### config.mk
export PLATFORM = sky130hd
export DESIGN_NAME = nrzi_decoder
export DESIGN_NICKNAME = d
export VERILOG_FILES = /design/src/rtl/nrzi_decoder.sv
export SDC_FILE = /design/constraint.sdc
export NUM_CORES = 1
export LEC_CHECK = 0
export ABC_AREA = 1
export BUFFER_PORTS_ARGS = -buffer_cell sky130_fd_sc_hd__clkbuf_2
export CAP_MARGIN = 20
export CELL_PAD_IN_SITES_DETAIL_PLACEMENT = 1
export CELL_PAD_IN_SITES_GLOBAL_PLACEMENT = 1
export CORE_MARGIN = 10
export CORE_UTILIZATION = 45
export CTS_CLUSTER_DIAMETER = 80
export DETAILED_ROUTE_END_ITERATION = 6
export PLACE_DENSITY_LB_ADDON = 0.1
export RECOVER_POWER = 25
export SKIP_CTS_REPAIR_TIMING = 1
export SLEW_MARGIN = 25
export SYNTH_ARGS = -nofsm -noshare
export SYNTH_HDL_FRONTEND = slang
export SYNTH_SLANG_ARGS = --single-unit
### constraint.sdc
create_clock -name clk -period 2.6 [get_ports clk]
set_input_delay 0.39 -clock clk [delete_from_list [all_inputs] [get_ports clk]]
set_output_delay 0.39 -clock clk [all_outputs]
set_load 0.005 [all_outputs]
### src/rtl/nrzi_decoder.sv
// NRZI receive decoder: line symbols -> unstuffed data bits, EOP detection, line error flags.
// Latency: one cycle; every output is registered, reflecting the symbol sampled at the previous edge.
// Backpressure: none; one symbol per clk at line rate, and bits are offered once on bit_valid.
//
// Ports:
//   clk        one line symbol sampled per rising edge
//   rst_L      asynchronous active-low reset; abandons any packet in flight silently
//   line_in    J=2'b10, K=2'b01, SE0=2'b00, SE1=2'b11 (illegal)
//   bit_out    decoded, unstuffed data bit, qualified by bit_valid
//   bit_valid  bit_out carries a data bit this cycle
//   rx_active  high from packet start until a clean EOP or error recovery completes
//   rx_done    one-cycle pulse on a clean EOP
//   rx_error   one-cycle pulse when a line error is detected
//   err_code   0 none, 1 stuff error, 2 bad EOP, 3 SE1; held until the next packet start
module nrzi_decoder #(
    parameter int STUFF_LEN = 6,
    parameter int MAX_SE0   = 3
) (
    input  logic       clk,
    input  logic       rst_L,
    input  logic [1:0] line_in,
    output logic       bit_out,
    output logic       bit_valid,
    output logic       rx_active,
    output logic       rx_done,
    output logic       rx_error,
    output logic [1:0] err_code
);

    localparam int OW = $clog2(STUFF_LEN + 1);
    localparam int SW = $clog2(MAX_SE0 + 1);

    localparam logic [1:0] SYM_J   = 2'b10;
    localparam logic [1:0] SYM_K   = 2'b01;
    localparam logic [1:0] SYM_SE0 = 2'b00;
    localparam logic [1:0] SYM_SE1 = 2'b11;

    localparam logic [1:0] ERR_NONE  = 2'd0;
    localparam logic [1:0] ERR_STUFF = 2'd1;
    localparam logic [1:0] ERR_EOP   = 2'd2;
    localparam logic [1:0] ERR_SE1   = 2'd3;

    // S_ERR_SE0 remembers that an SE0 has been seen while recovering, so the
    // following J ends recovery.
    typedef enum logic [2:0] {
        S_IDLE,
        S_RECV,
        S_EOP,
        S_ERR,
        S_ERR_SE0
    } state_t;

    state_t          state, state_nxt;
    logic [1:0]      prev_sym, prev_sym_nxt;
    logic [OW-1:0]   ones_cnt, ones_cnt_nxt;
    logic [SW-1:0]   se0_cnt, se0_cnt_nxt;

    logic            bit_nxt, valid_nxt, active_nxt, done_nxt, error_nxt;
    logic [1:0]      code_nxt;

    logic            is_j, is_k, is_se0, is_se1, is_jk;
    logic            dbit, stuff_full, se0_at_max, se0_enough;

    assign is_j       = (line_in == SYM_J);
    assign is_k       = (line_in == SYM_K);
    assign is_se0     = (line_in == SYM_SE0);
    assign is_se1     = (line_in == SYM_SE1);
    assign is_jk      = is_j | is_k;
    // No level change decodes to 1, a J/K transition decodes to 0.
    assign dbit       = (line_in == prev_sym);
    assign stuff_full = (int'(ones_cnt) == STUFF_LEN);
    assign se0_at_max = (int'(se0_cnt) >= MAX_SE0);
    assign se0_enough = (int'(se0_cnt) >= 2);

    // ---------------- state register ----------------
    always_ff @(posedge clk or negedge rst_L) begin
        if (!rst_L) begin
            state <= S_IDLE;
        end else begin
            state <= state_nxt;
        end
    end

    // ---------------- next-state logic ----------------
    always_comb begin
        state_nxt = state;
        unique case (state)
            S_IDLE: begin
                if (is_k) state_nxt = S_RECV;
            end
            S_RECV: begin
                // The data bit is judged before any SE0, so a stuff violation
                // on the last bit wins over the EOP that follows it.
                if (is_jk) begin
                    if (stuff_full && dbit) state_nxt = S_ERR;
                end else if (is_se0) begin
                    state_nxt = S_EOP;
                end else begin
                    state_nxt = S_ERR;
                end
            end
            S_EOP: begin
                if (is_se0) begin
                    if (se0_at_max) state_nxt = S_ERR;
                end else if (is_j && se0_enough) begin
                    state_nxt = S_IDLE;
                end else begin
                    state_nxt = S_ERR;
                end
            end
            S_ERR: begin
                if (is_se0) state_nxt = S_ERR_SE0;
            end
            S_ERR_SE0: begin
                if (is_j)        state_nxt = S_IDLE;
                else if (!is_se0) state_nxt = S_ERR;
            end
            default: state_nxt = S_IDLE;
        endcase
    end

    // ---------------- output / datapath logic ----------------
    always_comb begin
        bit_nxt      = 1'b0;
        valid_nxt    = 1'b0;
        done_nxt     = 1'b0;
        error_nxt    = 1'b0;
        code_nxt     = err_code;
        active_nxt   = rx_active;
        prev_sym_nxt = is_jk ? line_in : prev_sym;
        ones_cnt_nxt = ones_cnt;
        se0_cnt_nxt  = se0_cnt;

        unique case (state)
            S_IDLE: begin
                active_nxt = 1'b0;
                if (is_k) begin
                    // Idle line is J, so the first K is always a decoded 0.
                    bit_nxt      = 1'b0;
                    valid_nxt    = 1'b1;
                    ones_cnt_nxt = '0;
                    code_nxt     = ERR_NONE;
                    active_nxt   = 1'b1;
                end
            end
            S_RECV: begin
                if (is_jk) begin
                    if (stuff_full) begin
                        if (dbit) begin
                            error_nxt = 1'b1;
                            code_nxt  = ERR_STUFF;
                        end else begin
                            ones_cnt_nxt = '0;   // stuffed 0 is dropped
                        end
                    end else begin
                        bit_nxt      = dbit;
                        valid_nxt    = 1'b1;
                        ones_cnt_nxt = dbit ? ones_cnt + OW'(1) : '0;
                    end
                end else if (is_se0) begin
                    // A pending stuff bit at this point is legal; the count is
                    // simply abandoned.
                    se0_cnt_nxt = SW'(1);
                end else begin
                    error_nxt = 1'b1;
                    code_nxt  = ERR_SE1;
                end
            end
            S_EOP: begin
                if (is_se0) begin
                    if (se0_at_max) begin
                        error_nxt = 1'b1;
                        code_nxt  = ERR_EOP;
                    end else begin
                        se0_cnt_nxt = se0_cnt + SW'(1);
                    end
                end else if (is_j && se0_enough) begin
                    done_nxt   = 1'b1;
                    active_nxt = 1'b0;
                end else begin
                    error_nxt = 1'b1;
                    code_nxt  = is_se1 ? ERR_SE1 : ERR_EOP;
                end
            end
            S_ERR: begin
                // Recovery: hold rx_active, emit nothing until SE0 then J.
            end
            S_ERR_SE0: begin
                if (is_j) active_nxt = 1'b0;
            end
            default: begin
                active_nxt = 1'b0;
            end
        endcase
    end

    // ---------------- registered outputs and datapath ----------------
    always_ff @(posedge clk or negedge rst_L) begin
        if (!rst_L) begin
            prev_sym  <= SYM_J;
            ones_cnt  <= '0;
            se0_cnt   <= '0;
            bit_out   <= 1'b0;
            bit_valid <= 1'b0;
            rx_active <= 1'b0;
            rx_done   <= 1'b0;
            rx_error  <= 1'b0;
            err_code  <= ERR_NONE;
        end else begin
            prev_sym  <= prev_sym_nxt;
            ones_cnt  <= ones_cnt_nxt;
            se0_cnt   <= se0_cnt_nxt;
            bit_out   <= bit_nxt;
            bit_valid <= valid_nxt;
            rx_active <= active_nxt;
            rx_done   <= done_nxt;
            rx_error  <= error_nxt;
            err_code  <= code_nxt;
        end
    end

endmodule

==> impl_metrics.prom <==
# TYPE chip_impl_metric gauge
chip_impl_info{name="run_status",value="complete, no violations"} 1
chip_impl_metric{name="insertion_delay",unit="ns"} 0.29
chip_impl_metric{name="internal_power",unit="µW"} 628
chip_impl_metric{name="multi_input_comb_area",unit="µm²"} 576
chip_impl_metric{name="routabilityCongestion",unit=""} 0.895
chip_impl_metric{name="firstDrtPassIters",unit=""} 4
chip_impl_metric{name="grt_start_max_net_pins",unit=""} 18
chip_impl_metric{name="antennaDiodeCount",unit=""} 0
chip_impl_metric{name="layout.area.seq",unit="µm²"} 427
chip_impl_metric{name="yosysWarningCount",unit=""} 0
chip_impl_metric{name="die-area",unit="mm²"} 0.00473
chip_impl_metric{name="htree_num_levels",unit=""} 1
chip_impl_metric{name="average_cell_area_after_synthesis",unit="µm²"} 7.64
chip_impl_metric{name="cts_inserted_buffers",unit=""} 3
chip_impl_info{name="worst_setup_path_end_kind",value="flop"} 1
chip_impl_metric{name="clock_skew",unit="ns"} 0.00348
chip_impl_metric{name="core_region_area",unit="mm²"} 0.00223
chip_impl_metric{name="clockBufferDepth",unit=""} 2
chip_impl_metric{name="fill_cells",unit=""} 288
chip_impl_metric{name="timing_worst_slew_pin_value",unit="ns"} 0.950
chip_impl_metric{name="netlist-cell-type-count",unit=""} 22
chip_impl_metric{name="hpwlAfterDp",unit="µm"} 2170
chip_impl_metric{name="finish.net_count",unit=""} 168
chip_impl_info{name="tritoncts",value="yes"} 1
chip_impl_metric{name="critical_path_required",unit="ns"} 2.79
chip_impl_metric{name="grt_antenna_before_repair",unit=""} 0
chip_impl_metric{name="comb_power_share",unit=""} 0.528
chip_impl_info{name="rsz0062_at_grt",value="no"} 1
chip_impl_metric{name="detail_route.wl_per_cell",unit="µm"} 14.2
chip_impl_metric{name="number_of_violations_reported_at_the_end_of_detailed_routing_iteration_0",unit=""} 19
chip_impl_metric{name="ys_seq_area_frac",unit=""} 0.399
chip_impl_info{name="hold_path_class",value="input port to asynchronous set/reset pin"} 1
chip_impl_metric{name="first_global_vias",unit=""} 1003
chip_impl_metric{name="hold_viol_final",unit=""} 0
chip_impl_metric{name="portBuffers",unit=""} 10
chip_impl_metric{name="mappedNetlistNets",unit=""} 153
chip_impl_metric{name="sw_frac_of_total",unit=""} 0.485
chip_impl_metric{name="static-leakage-power",unit="µW"} 0.000686
chip_impl_metric{name="wl",unit="µm"} 2590
chip_impl_metric{name="synth_area",unit="mm²"} 0.00107
chip_impl_metric{name="area_overhead_vs_synth",unit="%"} 10.4
chip_impl_metric{name="cp.arrival",unit="ns"} 1.78
chip_impl_metric{name="max_freq",unit="GHz"} 0.629
chip_impl_metric{name="dieHeight",unit="µm"} 68.8
chip_impl_metric{name="final_core_utilization",unit=""} 0.529
chip_impl_info{name="clock_tree.root_cell",value="clkbuf_4"} 1
chip_impl_metric{name="rows",unit=""} 17
chip_impl_metric{name="fin_tns_setup",unit="ns"} 0
chip_impl_metric{name="cellPowerDensity",unit="mW/mm²"} 1030
chip_impl_metric{name="grt_total_ovfl",unit=""} 0
chip_impl_metric{name="vdd_ir_drop_max",unit="µV"} 537
chip_impl_metric{name="power",unit="µW"} 1220
chip_impl_metric{name="vias_per_cell",unit=""} 5.09
chip_impl_metric{name="timing.max_slew.rel_slack",unit=""} 0.367
chip_impl_metric{name="routed-via-count",unit=""} 927
chip_impl_metric{name="maxSlewViolCount",unit=""} 0
chip_impl_metric{name="clkSlewWorstSetupHoldPaths",unit="ns"} 0.10
chip_impl_metric{name="final_period_utilization",unit=""} 0.611
chip_impl_metric{name="worstPathMaxFanout",unit=""} 7
chip_impl_info{name="cp-start-kind",value="input port"} 1
chip_impl_metric{name="finalSetupViolations",unit=""} 0
chip_impl_metric{name="post-route-min-period",unit="ns"} 1.59
chip_impl_info{name="path_class",value="input port to flop"} 1
chip_impl_metric{name="io_pins",unit=""} 11
chip_impl_metric{name="grt_pass1_wl",unit="µm"} 4440
chip_impl_metric{name="die_x_extent",unit="µm"} 68.8
chip_impl_metric{name="cts_sinks",unit=""} 17
chip_impl_metric{name="maxCapViolCount",unit=""} 0
chip_impl_metric{name="detail-route-antenna-nets",unit=""} 0
chip_impl_metric{name="initial_util",unit=""} 0.479
chip_impl_metric{name="sequentialPowerShare",unit=""} 0.355
chip_impl_metric{name="synth.ff_latch_count",unit=""} 17
chip_impl_metric{name="share_clk_of_total_power",unit=""} 0.118
chip_impl_metric{name="switching_power",unit="µW"} 592
chip_impl_metric{name="grt_use_total",unit=""} 0.123
chip_impl_metric{name="post_synth_inst_count",unit=""} 140
chip_impl_metric{name="drt_drc_violations_left",unit=""} 0
chip_impl_metric{name="layout-drive-gt1-share",unit=""} 0.182
-- through the flow --
stage | hold slack, ns | worst slack (ns) | cell area (µm²) | std cells
4_1_cts | 0.0225 | 0.981 | 1180 | 182
6_report | 0.213 | 1.01 | 1180 | 182
3_3_place_gp | 0.341 | 0.802 | 1150 | 178
5_1_grt | 0.287 | 0.890 | 1180 | 182
2_1_floorplan | 0.0944 | 1.04 | 1070 | 140
3_5_place_dp | 0.353 | 0.687 | 1150 | 178
-- registers in the layout, summed over array words and instances, names as in the netlist, 2 cells and up --
signal    flops
se0_cnt       2
state         3
ones_cnt      3
prev_sym      2
err_code      2
-- final timing paths --
check | startpoint | end | slack [ns] | cells after the start
setup / recovery | line_in[0] | err_code[0]$_DFFE_PN0P_ | 1.01 | 11
hold / removal | rst_L | state[1]$_DFFE_PN0P_ | 0.21 | 1
setup reg to reg | prev_sym[1]$_DFFE_PN1N_ | err_code[0]$_DFFE_PN0P_ | 1.01 | 9
hold reg to reg | rx_active$_DFFE_PN0P_ | rx_active$_DFFE_PN0P_ | 0.50 | 2
max in group asynchronous | rst_L | bit_valid$_DFF_PN0_ | 1.81 | 1
min in group clk | line_in[1] | prev_sym[1]$_DFFE_PN1N_ | 0.38 | 3
-- worst max-delay path: stages --
cell and delay (ns):
clkbuf_2 0.13, inv_1 0.10, ha_1 0.40, inv_1 0.12, a21oi_2 0.06, nand2_2 0.11
nand3_1 0.08, nor2_1 0.16, nand2_1 0.10, nand2_1 0.08, nand2_1 0.05
-- cell families (layout without fill, tap and decap cells) --
family	Yosys count	in the layout	share of synthesized area
XOR/XNOR	1	1	0.00819
adder cells (fa/ha/maj)	9	9	0.105
AO/OA/AOI/OAI	12	12	0.0702
buffers and inverters	18	32	0.0632
flip-flops	17	17	0.399
AND/OR/NAND/NOR	83	83	0.354
-- synthesized netlist by cell type --
cell / count / area share
a21oi_1: 1 / 0.0047
a21oi_2: 2 / 0.016
dfrtp_1: 16 / 0.37
dfstp_2: 1 / 0.025
ha_1: 9 / 0.11
inv_1: 17 / 0.060
inv_2: 1 / 0.0035
nand2_1: 50 / 0.18
nand2_2: 3 / 0.018
nand3_1: 11 / 0.051
nand4_1: 4 / 0.023
nor2_1: 8 / 0.028
nor2_2: 3 / 0.018
nor2_4: 1 / 0.011
nor3_2: 1 / 0.0094
nor3_4: 1 / 0.015
o21ai_0: 4 / 0.019
o21ai_1: 3 / 0.014
o21ai_2: 1 / 0.0082
o221ai_1: 1 / 0.0082
or2_2: 1 / 0.0059
xor2_1: 1 / 0.0082
-- layout make-up --
cell class,count,area share
multi-input combinational,105,0.487
sequential,17,0.361
inverter,18,0.0572
timing repair buffer,10,0.0413
tap,28,0.0297
clock buffer,3,0.0191
clock inverter,1,0.00424
-- layer usage --
layer,GRT usage,up-vias,share of wire
li1,-,471,-
met1,0.140,437,0.44
met2,0.222,13,0.51
met3,0.0225,6,0.040
met4,0.0468,0,0.017
met5,0,-,0
-- cell usage in the layout (no fill, tap or decap), types with 2 or more instances in the layout --
cell      netlist  layout
nor2_1          8       8
nand2_2         3       3
nor2_2          3       3
o21ai_0         4       4
clkbuf_4        0       3
nand2_1        50      50
clkbuf_2        0       9
nand3_1        11      11
a21oi_2         2       2
ha_1            9       9
nand4_1         4       4
inv_1          17      17
o21ai_1         3       3
dfrtp_1        16      16
-- power by group through the flow --
stage	registers (µW)	clock network [µW]	logic (µW)
global placement	431	0	622
floorplan	426	0	461
CTS	434	152	657
global route	449	166	739
detailed placement	440	0	656
finish	433	144	644
Power figures use the tool's default switching activity.
